$ cat src/rtl/text_overlay_pkg.sv
// Shared glyph codes, default cell geometry and FSM state type for the text overlay.
package text_overlay_pkg;

    localparam logic [4:0] GLYPH_S     = 5'd0;
    localparam logic [4:0] GLYPH_T     = 5'd1;
    localparam logic [4:0] GLYPH_R     = 5'd2;
    localparam logic [4:0] GLYPH_G     = 5'd3;
    localparam logic [4:0] GLYPH_A     = 5'd4;
    localparam logic [4:0] GLYPH_M     = 5'd5;
    localparam logic [4:0] GLYPH_H     = 5'd6;
    localparam logic [4:0] GLYPH_I     = 5'd7;
    localparam logic [4:0] GLYPH_O     = 5'd8;
    localparam logic [4:0] GLYPH_V     = 5'd9;
    localparam logic [4:0] GLYPH_BLANK = 5'd31;

    localparam int unsigned DEF_CHAR_W = 10;
    localparam int unsigned DEF_CHAR_H = 20;
    localparam int unsigned DEF_PITCH  = 12;

    typedef enum logic [1:0] {
        StIdle,
        StLoad,
        StClear
    } state_e;

endpackage

$ cat src/rtl/text_overlay_if.sv
// Write channel, scan position and renderer outputs of the text overlay.
interface text_overlay_if;
    logic        wr_valid;
    logic        wr_ready;
    logic [4:0]  wr_char;
    logic        wr_last;
    logic        clear;
    logic [9:0]  org_x;
    logic [9:0]  org_y;
    logic [9:0]  x;
    logic [9:0]  y;
    logic        blink_en;
    logic        frame_tick;
    logic [4:0]  sel_char;
    logic [31:0] pos_x;
    logic [31:0] pos_y;
    logic        cell_active;
    logic [4:0]  disp_len;

    modport master (
        output wr_valid, wr_char, wr_last, clear, org_x, org_y, x, y, blink_en, frame_tick,
        input  wr_ready, sel_char, pos_x, pos_y, cell_active, disp_len
    );

    modport slave (
        input  wr_valid, wr_char, wr_last, clear, org_x, org_y, x, y, blink_en, frame_tick,
        output wr_ready, sel_char, pos_x, pos_y, cell_active, disp_len
    );
endinterface

$ cat src/rtl/text_buffer.sv
// Character string storage: one synchronous write port, one combinational read port.
module text_buffer
    import text_overlay_pkg::*;
#(
    parameter int unsigned MAX_CHARS = 16,
    parameter int unsigned AW        = 4
) (
    input  logic          clk,
    input  logic          reset,
    input  logic          we_i,
    input  logic [AW-1:0] waddr_i,
    input  logic [4:0]    wdata_i,
    input  logic [AW-1:0] raddr_i,
    output logic [4:0]    rdata_o
);

    logic [4:0] mem_q [MAX_CHARS];

    always_ff @(posedge clk or posedge reset) begin
        if (reset) begin
            for (int i = 0; i < int'(MAX_CHARS); i++) mem_q[i] <= GLYPH_BLANK;
        end else if (we_i && (32'(waddr_i) < MAX_CHARS)) begin
            mem_q[waddr_i] <= wdata_i;
        end
    end

    always_comb begin
        rdata_o = GLYPH_BLANK;
        if (32'(raddr_i) < MAX_CHARS) rdata_o = mem_q[raddr_i];
    end

endmodule

$ cat src/rtl/text_overlay.sv
// Text string overlay: loads a glyph string, maps scan pixels to glyph cells, blinks per frame.
module text_overlay
    import text_overlay_pkg::*;
#(
    parameter int unsigned MAX_CHARS = 16,
    parameter int unsigned CHAR_W    = DEF_CHAR_W,
    parameter int unsigned CHAR_H    = DEF_CHAR_H,
    parameter int unsigned PITCH     = DEF_PITCH,
    parameter int unsigned BLINK_DIV = 32
) (
    input logic           clk,
    input logic           reset,
    text_overlay_if.slave ovl
);

    localparam int unsigned AW = (MAX_CHARS > 1) ? $clog2(MAX_CHARS) : 1;
    localparam int unsigned IW = $clog2(MAX_CHARS + 1);
    localparam int unsigned BW = (BLINK_DIV > 1) ? $clog2(BLINK_DIV) : 1;

    state_e          state_q, state_d;
    logic [IW-1:0]   widx_q, widx_d;
    logic [4:0]      len_q, len_d;
    logic            xfer;
    logic            buf_we;
    logic [AW-1:0]   buf_waddr;
    logic [4:0]      buf_wdata;
    logic [AW-1:0]   buf_raddr;
    logic [4:0]      buf_rdata;

    logic [BW-1:0]   blink_cnt_q, blink_cnt_d;
    logic            vis_q, vis_d;

    logic [9:0]      dx, cidx, crem;
    logic            in_x, in_y, in_cell;
    logic [4:0]      sel_q, sel_d;
    logic [31:0]     pos_x_q, pos_x_d, pos_y_q, pos_y_d;
    logic            act_q, act_d;

    assign xfer = ovl.wr_valid && ovl.wr_ready;

    // FSM state register
    always_ff @(posedge clk or posedge reset) begin
        if (reset) state_q <= StIdle;
        else       state_q <= state_d;
    end

    // FSM next state; clear overrides everything
    always_comb begin
        state_d = state_q;
        unique case (state_q)
            StIdle:  if (xfer && !ovl.wr_last) state_d = StLoad;
            StLoad:  if (xfer && ovl.wr_last) state_d = StIdle;
            StClear: if (widx_q == IW'(MAX_CHARS - 1)) state_d = StIdle;
            default: state_d = StIdle;
        endcase
        if (ovl.clear) state_d = StClear;
    end

    // FSM outputs: buffer write, write index, committed length
    always_comb begin
        ovl.wr_ready = (state_q != StClear);
        widx_d       = widx_q;
        len_d        = len_q;
        buf_we       = 1'b0;
        buf_waddr    = widx_q[AW-1:0];
        buf_wdata    = ovl.wr_char;
        unique case (state_q)
            StIdle: begin
                if (xfer) begin
                    buf_we    = 1'b1;
                    buf_waddr = '0;
                    widx_d    = IW'(1);
                    if (ovl.wr_last) len_d = 5'(1);
                end
            end
            StLoad: begin
                if (xfer) begin
                    // Characters past the buffer end are acknowledged but dropped
                    if (widx_q < IW'(MAX_CHARS)) begin
                        buf_we = 1'b1;
                        widx_d = widx_q + IW'(1);
                    end
                    if (ovl.wr_last) len_d = 5'(widx_d);
                end
            end
            StClear: begin
                buf_we    = 1'b1;
                buf_wdata = GLYPH_BLANK;
                widx_d    = (widx_q == IW'(MAX_CHARS - 1)) ? '0 : widx_q + IW'(1);
            end
            default: ;
        endcase
        if (ovl.clear) begin
            buf_we = 1'b0;
            widx_d = '0;
            len_d  = '0;
        end
    end

    text_buffer #(
        .MAX_CHARS (MAX_CHARS),
        .AW        (AW)
    ) u_buf (
        .clk     (clk),
        .reset   (reset),
        .we_i    (buf_we),
        .waddr_i (buf_waddr),
        .wdata_i (buf_wdata),
        .raddr_i (buf_raddr),
        .rdata_o (buf_rdata)
    );

    always_comb begin
        blink_cnt_d = blink_cnt_q;
        vis_d       = vis_q;
        if (!ovl.blink_en) begin
            blink_cnt_d = '0;
            vis_d       = 1'b1;
        end else if (ovl.frame_tick) begin
            if (blink_cnt_q == BW'(BLINK_DIV - 1)) begin
                blink_cnt_d = '0;
                vis_d       = ~vis_q;
            end else begin
                blink_cnt_d = blink_cnt_q + BW'(1);
            end
        end
    end

    // Pixel-to-cell mapping; dx is only meaningful when in_x holds
    always_comb begin
        dx        = ovl.x - ovl.org_x;
        cidx      = dx / 10'(PITCH);
        crem      = dx % 10'(PITCH);
        in_x      = (ovl.x >= ovl.org_x);
        in_y      = ({1'b0, ovl.y} >= {1'b0, ovl.org_y}) &&
                    ({1'b0, ovl.y} <= ({1'b0, ovl.org_y} + 11'(CHAR_H - 1)));
        in_cell   = in_x && in_y && (cidx < {5'b0, len_q}) && (crem < 10'(CHAR_W));
        buf_raddr = cidx[AW-1:0];
        sel_d     = GLYPH_BLANK;
        act_d     = 1'b0;
        pos_x_d   = pos_x_q;
        pos_y_d   = pos_y_q;
        if (in_cell && vis_q) begin
            sel_d   = buf_rdata;
            act_d   = 1'b1;
            pos_x_d = 32'(ovl.org_x) + 32'(cidx) * 32'(PITCH);
            pos_y_d = 32'(ovl.org_y);
        end
    end

    always_ff @(posedge clk or posedge reset) begin
        if (reset) begin
            widx_q      <= '0;
            len_q       <= '0;
            blink_cnt_q <= '0;
            vis_q       <= 1'b1;
            sel_q       <= GLYPH_BLANK;
            pos_x_q     <= '0;
            pos_y_q     <= '0;
            act_q       <= 1'b0;
        end else begin
            widx_q      <= widx_d;
            len_q       <= len_d;
            blink_cnt_q <= blink_cnt_d;
            vis_q       <= vis_d;
            sel_q       <= sel_d;
            pos_x_q     <= pos_x_d;
            pos_y_q     <= pos_y_d;
            act_q       <= act_d;
        end
    end

    assign ovl.sel_char    = sel_q;
    assign ovl.pos_x       = pos_x_q;
    assign ovl.pos_y       = pos_y_q;
    assign ovl.cell_active = act_q;
    assign ovl.disp_len    = len_q;

endmodule

$ cat src/flat_wrapper.sv
// flat-port wrapper written by rule: the top's interface ports become plain ports
module text_overlay_flat import text_overlay_pkg::*;
#(
    parameter int unsigned MAX_CHARS = 16,
    parameter int unsigned CHAR_W    = DEF_CHAR_W,
    parameter int unsigned CHAR_H    = DEF_CHAR_H,
    parameter int unsigned PITCH     = DEF_PITCH,
    parameter int unsigned BLINK_DIV = 32
)
  (clk, reset, ovl_wr_valid, ovl_wr_char, ovl_wr_last, ovl_clear, ovl_org_x, ovl_org_y, ovl_x, ovl_y, ovl_blink_en, ovl_frame_tick, ovl_wr_ready, ovl_sel_char, ovl_pos_x, ovl_pos_y, ovl_cell_active, ovl_disp_len);
  text_overlay_if ovl_i ();
  input logic clk;
  input logic reset;
  input wire logic [$bits(ovl_i.wr_valid)-1:0] ovl_wr_valid;
  input wire logic [$bits(ovl_i.wr_char)-1:0] ovl_wr_char;
  input wire logic [$bits(ovl_i.wr_last)-1:0] ovl_wr_last;
  input wire logic [$bits(ovl_i.clear)-1:0] ovl_clear;
  input wire logic [$bits(ovl_i.org_x)-1:0] ovl_org_x;
  input wire logic [$bits(ovl_i.org_y)-1:0] ovl_org_y;
  input wire logic [$bits(ovl_i.x)-1:0] ovl_x;
  input wire logic [$bits(ovl_i.y)-1:0] ovl_y;
  input wire logic [$bits(ovl_i.blink_en)-1:0] ovl_blink_en;
  input wire logic [$bits(ovl_i.frame_tick)-1:0] ovl_frame_tick;
  output wire logic [$bits(ovl_i.wr_ready)-1:0] ovl_wr_ready;
  output wire logic [$bits(ovl_i.sel_char)-1:0] ovl_sel_char;
  output wire logic [$bits(ovl_i.pos_x)-1:0] ovl_pos_x;
  output wire logic [$bits(ovl_i.pos_y)-1:0] ovl_pos_y;
  output wire logic [$bits(ovl_i.cell_active)-1:0] ovl_cell_active;
  output wire logic [$bits(ovl_i.disp_len)-1:0] ovl_disp_len;
  assign ovl_i.wr_valid = ovl_wr_valid;
  assign ovl_i.wr_char = ovl_wr_char;
  assign ovl_i.wr_last = ovl_wr_last;
  assign ovl_i.clear = ovl_clear;
  assign ovl_i.org_x = ovl_org_x;
  assign ovl_i.org_y = ovl_org_y;
  assign ovl_i.x = ovl_x;
  assign ovl_i.y = ovl_y;
  assign ovl_i.blink_en = ovl_blink_en;
  assign ovl_i.frame_tick = ovl_frame_tick;
  assign ovl_wr_ready = ovl_i.wr_ready;
  assign ovl_sel_char = ovl_i.sel_char;
  assign ovl_pos_x = ovl_i.pos_x;
  assign ovl_pos_y = ovl_i.pos_y;
  assign ovl_cell_active = ovl_i.cell_active;
  assign ovl_disp_len = ovl_i.disp_len;
  text_overlay #(.MAX_CHARS(MAX_CHARS), .CHAR_W(CHAR_W), .CHAR_H(CHAR_H), .PITCH(PITCH), .BLINK_DIV(BLINK_DIV)) u_core (.clk(clk), .reset(reset), .ovl(ovl_i));
endmodule
$ cat config.mk
export PLATFORM = sky130hd
export DESIGN_NAME = text_overlay_flat
export DESIGN_NICKNAME = d
export VERILOG_FILES = /design/src/rtl/text_overlay_pkg.sv /design/src/rtl/text_overlay_if.sv /design/src/rtl/text_buffer.sv /design/src/rtl/text_overlay.sv /design/src/flat_wrapper.sv
export SDC_FILE = /design/constraint.sdc
export NUM_CORES = 1
export LEC_CHECK = 0
export ABC_AREA = 1
export CORE_MARGIN = 1
export CORE_UTILIZATION = 50
export CTS_CLUSTER_SIZE = 20
export DETAILED_ROUTE_END_ITERATION = 10
export DONT_BUFFER_PORTS = 1
export MAX_ROUTING_LAYER = met4
export PLACE_DENSITY = 0.69
export SYNTH_ARGS = -nofsm -noshare
export SYNTH_HDL_FRONTEND = slang
export SYNTH_HIERARCHICAL = 1
export SYNTH_SLANG_ARGS = --single-unit
$ cat constraint.sdc
create_clock -name clk -period 5.1 [get_ports clk]
set_input_delay 0.51 -clock clk [delete_from_list [all_inputs] [get_ports clk]]
set_output_delay 0.51 -clock clk [all_outputs]
set_load 0.005 [all_outputs]
==> impl_metrics.yaml, run 1 <==
hold_path:
  hold_class: "in -> reg"
timing:
  min_period_ns: 4.84
  rsz0062_at_grt: "yes"
  hold_viol_final: 0
  finClkSkew_ns: 0.0117
  slew_viol_final: 0
  max_slew_margin_pct: 34.6
  finalCritPeriodShare_pct: 94.8
  fmax_ghz: 0.207
  finalSetupViolCount: 0
  worst_pin_slew_ns: 0.979
floorplan:
  start_util_pct: 51.6
  rows: 47
  core_sq_um: 16700
  dieHeight_um: 133
  die_area_sq_um: 17800
  die_x_um: 133
  pin_count: 128
worst_setup_path:
  path_max_fanout: 4
  cp-start-kind: "input port"
  setup.worst_path.class: "in -> reg"
  critPathSlowestCell: "fa_1"
  slowest_delay_ns: 0.39
  worstSetupEndpointType: "register"
  cp.required_ns: 5.45
  worstPathArrival_ns: 5.19
  path_common_cell: "nand2_1"
placed_design:
  gp_congestion: 0.917
  dp_hpwl_um: 14400
  place_area_sq_um: 8840
  io_buffers: 0
  dpl.cell_count: 1359
routing:
  first_pass_iters: 6
  num_vias: 7118
  wl_per_cell_um: 14.5
  drt_iter0_markers: 480
  viasPerCell: 5.11
  drt_wl_total_um: 20200
  drc: 0
  ant_nets: 0
global_route:
  track_usage_pct: 24.4
  grt_pass1_wl_um: 33300
  overflow: 0
  grt_max_degree: 81
  grt_pass1_vias: 6840
  antenna_found_initial: 0
final_layout:
  final_common_cell: "nand2_1"
  design_area_sq_um: 9520
  mostFrequentLayoutCells: "325 x nand2_1, 161 x inv_1, 103 x nand3_1, 86 x dfstp_2, 57 x ha_1"
  num_antenna_cells: 0
  fillers: 1602
  final_cells: 1394
  drive_above_1_share_pct: 18.7
  layout.nets: 1275
  area_growth_pct: 10.4
yosys:
  ys.flop_type: "dfstp_2"
  synthArstFlopShare_pct: 100
  syn_area_sq_um: 8620
  seq_area_frac_synth_pct: 37.8
  ys_warn_count: 6
  synth_edf_count: 0
  ys_types: 50
  ys_seq_elements: 126
  avgSynthCellArea_sq_um: 7.57
  syn_inst: 1139
clock_tree:
  clock_sinks: 126
  cts_root_buf: "clkbuf_16"
  tritoncts: "done"
  clk_pin_slew_ns: 0.06
  cts_buffer_depth: 2
  numCtsBuffers: 17
  cts_htree_levels: 4
  cts_hold_buffers: 0
  insertion_delay_ns: 0.42
job:
  cap_viol_max_count: 0
power:
  switchingPower_mw: 2.14
  intPower_mw: 3.09
  totalPowerFinal_mw: 5.23
  seq_power_share_pct: 25.6
  comb_power_share_pct: 51.0
  clkPwrFrac_pct: 23.4
  power.leakage_nw: 4.70
  switching_share_pct: 41.0
  ir_drop_mv: 0.442
  p_per_area_nw_per_um2: 549
run_status:
  status: "completed"
-- worst paths after layout --
check	start	to	slack [ns]	cells after the start
min in group asynchronous	reset	u_core/ovl.disp_len[1]	0.19	1
max reg2reg	u_core/ovl.disp_len[3]	u_core/ovl.pos_x[1]	2.40	10
max in group asynchronous	reset	u_core/ovl.pos_y[7]	4.28	1
min reg2reg	u_core/u_buf/mem_q[11]	u_core/u_buf/mem_q[11]	0.47	2
max	ovl_x[0]	u_core/ovl.pos_x[10]	0.26	40
min	ovl_frame_tick	u_core/blink_cnt_q[1]	0.17	1
-- synthesized netlist by cell type (8+ instances only) --
cell / number / area [sq um]
dfstp_2: 86 / 2260
ha_1: 59 / 738
o21ai_1: 46 / 230
nand3_1: 108 / 541
buf_4: 44 / 330
clkbuf_1: 12 / 45.0
nand2_2: 23 / 144
xor2_1: 19 / 166
buf_2: 10 / 50.1
o21ai_0: 57 / 285
inv_1: 163 / 612
or2_2: 8 / 50.1
nor2_1: 23 / 86.3
nand2_1: 328 / 1230
dfrtp_1: 40 / 1000
nand3_2: 8 / 80.1
a21oi_1: 29 / 145
-- through the flow --
stage	hold WS, ns	util, %	TNS (ns)	setup WS (ns)
CTS	0.159	56.5	0	0.247
finish	0.174	57.0	0	0.263
floorplan	0.455	-	0	0.0183
global placement	0.460	52.9	-0.0402	-0.0265
global route	0.157	57.0	-0.154	-0.0689
detailed placement	0.464	52.9	-0.548	-0.188
-- power by group through the flow --
stage	Sequential (mW)	Clock [mW]	Combinational, mW
final	1.34	1.22	2.67
after global routing	1.36	1.29	3.01
after CTS	1.34	1.25	2.53
after detailed placement	1.35	0	2.52
after global placement	1.35	0	2.49
after floorplan	1.31	0	1.86
-- per-layer routing --
layer	up-vias	wire length [um]	track usage (%)
met5	-	0	-
met4	0	273	7.64
met3	19	1020	5.02
met2	182	10000	40.2
met1	3317	8890	30.0
li1	3600	-	-
-- flip-flops by register name, summed over array words and instances, names as in the netlist --
signal / flops
u_core/blink_cnt_q: 5
u_core/ovl.cell_active: 1
u_core/ovl.disp_len: 5
u_core/ovl.pos_x: 12
u_core/ovl.pos_y: 10
u_core/ovl.sel_char: 5
u_core/state_q: 2
u_core/u_buf/mem_q: 80
u_core/vis_q: 1
u_core/widx_q: 5
-- final cells by class --
cell class | instances | area, sq um | share of cell area, %
clock buffers | 26 | 489 | 5.14
clock inverters | 6 | 108 | 1.13
inverters | 170 | 641 | 6.73
multi-input cells | 815 | 4510 | 47.4
flip-flops and latches | 126 | 3260 | 34.3
well taps | 220 | 275 | 2.89
repair buffers | 31 | 233 | 2.44
-- critical path: cells and delay by family --
kind                     cells  cell delay [ns]
AND/OR/NAND/NOR             23             1.90
adder cells (fa/ha/maj)      5             1.43
AO/OA/AOI/OAI                6             0.72
XOR/XNOR                     2             0.34
buffers and inverters        4             0.26
-- logic make-up (layout without fill, tap and decap cells) --
logic type | Yosys count | in the layout | synth area share (%)
other cells | 1 | 42 | 0.0435
flops | 126 | 126 | 37.8
buf+inv | 239 | 233 | 12.8
xor+xnor | 26 | 26 | 2.64
simple gates | 520 | 520 | 26.7
compound gates | 165 | 165 | 10.8
fa+ha+maj | 62 | 62 | 9.26
-- repair_timing --
| item | 4_1_cts | 5_1_grt |
|---|---|---|
| resized for setup | 0 | 14 |
| setup endpoints to repair | 0 | 4 |
| setup buffers | 0 | 3 |
| hold endpoints to repair | 0 | 0 |
(Power assumes the default switching activity.)
==> run 2, diff against run 1 <==
GPL_TIMING_DRIVEN = 0   (was unset)
==> impl_metrics.yaml, run 2 (synthesized netlist as in run 1, its figures left out) <==
placed_design:
  place_area_sq_um: 9140
  dpl.cell_count: 1402
  dp_hpwl_um: 15600
  dp_slack_ns: -0.612
  io_buffers: 0
  gp_congestion: 0.951
power:
  clkPwrFrac_pct: 23.8
  seq_power_share_pct: 25.1
  ir_drop_mv: 0.418
  switching_share_pct: 41.5
  switchingPower_mw: 2.21
  comb_power_share_pct: 51.1
  totalPowerFinal_mw: 5.32
  p_per_area_nw_per_um2: 530
  power.leakage_nw: 4.98
  intPower_mw: 3.11
final_layout:
  drive_above_1_share_pct: 22.6
  final_cells: 1446
  design_area_sq_um: 10000
  largest_reg_flops: 80
  mostFrequentLayoutCells: "319 x nand2_1, 161 x inv_1, 102 x nand3_1, 86 x dfstp_2"
  top_register: "u_core/u_buf/mem_q"
  num_antenna_cells: 0
  final_common_cell: "nand2_1"
  area_growth_pct: 16.4
  layout.nets: 1328
  fillers: 1496
timing:
  final.setup.tns_ns: 0
  finalCritPeriodShare_pct: 96.5
  worst_pin_slew_ns: 0.892
  finalSetupViolCount: 0
  max_slew_margin_pct: 39.9
  fmax_ghz: 0.203
  slew_viol_final: 0
  layout_setup_ws_ns: 0.177
  min_period_ns: 4.92
  finClkSkew_ns: 0.00736
  hold_viol_final: 0
global_route:
  top_usage_layer: "met2"
  grt_max_degree: 51
  overflow: 0
  globalRouteMet1Util_pct: 29.9
  use_met3_pct: 6.35
  grtUsageMet2_pct: 40.7
  antenna_found_initial: 0
  grt_pass1_vias: 7016
  track_usage_pct: 25.1
  grt_pass1_wl_um: 34100
worst_setup_path:
  worstPathArrival_ns: 5.22
  slowest_delay_ns: 0.55
  path_common_cell: "nand2_2"
  cp-start-kind: "input port"
  setup.worst_path.class: "in -> reg"
  worstSetupEndpointType: "register"
  critPathSlowestCell: "fa_2"
  crit_buf_inv: 4
  cp.required_ns: 5.40
  path_max_fanout: 4
  cp_top_family: "simple AND/OR/NAND/NOR gates"
floorplan:
  core_sq_um: 16700
  dieHeight_um: 133
  rows: 47
  start_util_pct: 51.6
  die_x_um: 133
  pin_count: 128
  die_area_sq_um: 17800
clock_tree:
  tritoncts: "done"
  cts_htree_levels: 4
  cts_buffer_depth: 2
  clock_sinks: 126
  insertion_delay_ns: 0.41
  cts_root_buf: "clkbuf_16"
  clk_pin_slew_ns: 0.06
  numCtsBuffers: 17
job:
  cap_viol_max_count: 0
run_status:
  status: "completed"
routing:
  num_vias: 7307
  drt_wl_total_um: 20800
  wl_per_cell_um: 14.4
  drt_iter0_markers: 385
  viasPerCell: 5.05
  ant_nets: 0
  first_pass_iters: 5
  drc: 0
hold_path:
  hold_class: "in -> reg"
-- run 2: cell types whose count changed in the layout (fill, tap and decap cells not counted), sizes merged --
cell         before  now
buf              31   71
clkbuf           26   34
clkinv            3    4
clkinvlp          1    2
dlygate4sd3       0    1
inv             169  170
-- run 2: worst register-to-register path, delay by kind of cell (launching register included) --
kind,cells,cell delay [ns]
and+or+nand+nor,6,1.12
buffers and inverters,4,0.49
adders and majority gates,1,0.30
DFF,1,0.38
AOI/OAI and AO/OA,2,0.13
-- run 2: power by group through the flow --
stage | Combinational (mW) | Clock (mW) | Sequential [mW]
4_1_cts | 2.42 | 1.29 | 1.34
3_3_place_gp | 2.32 | 0 | 1.35
2_1_floorplan | 1.86 | 0 | 1.31
3_5_place_dp | 2.37 | 0 | 1.35
5_1_grt | 3.09 | 1.33 | 1.35
6_report | 2.72 | 1.27 | 1.34
-- run 2: cell type report --
class	instances	area, sq um	area share (%)
tap	220	275	2.74
clock buffer	22	495	4.94
inverter	170	643	6.41
buffer	69	459	4.58
multi-input combinational	815	4620	46.1
sequential	126	3260	32.5
timing repair buffer	15	148	1.47
clock inverter	9	130	1.30
-- run 2: final timing paths --
check | start | endpoint | slack, ns | cells after the start
worst min-delay path | ovl_frame_tick | u_core/blink_cnt_q[1] | 0.19 | 1
worst min register to register | u_core/u_buf/mem_q[33] | u_core/u_buf/mem_q[33] | 0.47 | 2
worst max register to register | u_core/state_q[0] | u_core/u_buf/mem_q[15] | 2.59 | 13
max in group asynchronous | reset | u_core/ovl.sel_char[1] | 4.01 | 3
min in group asynchronous | reset | u_core/u_buf/mem_q[56] | 0.28 | 1
worst max-delay path | ovl_x[0] | u_core/ovl.pos_x[11] | 0.18 | 38
-- run 2: what timing repair did --
| item | CTS | global route |
|---|---|---|
| hold buffers | 1 | 0 |
| gates resized for setup | 0 | 37 |
| pin swaps | 3 | 18 |
| setup endpoints to repair | 3 | 4 |
| hold endpoints to repair | 11 | 0 |
| buffers inserted | 3 | 9 |
-- run 2: metal layers --
metal,share of wire [%],vias to the layer above
li1,-,3728
met4,2.7,0
met2,48,189
met3,5.9,41
met5,0,-
met1,43,3349
-- run 2: per-stage QoR --
stage	utilization [%]	hold WS, ns
floorplan	-	0.455
global placement	54.4	0.460
detailed placement	54.7	0.368
CTS	58.7	0.173
global route	60.1	0.179
finish	60.1	0.186
==> run 3, diff against run 2 <==
CTS_CLUSTER_SIZE = 8   (was 20)
==> results of run 3 <==
No change in the layout: final DEF, timing and power equal those of run 2.
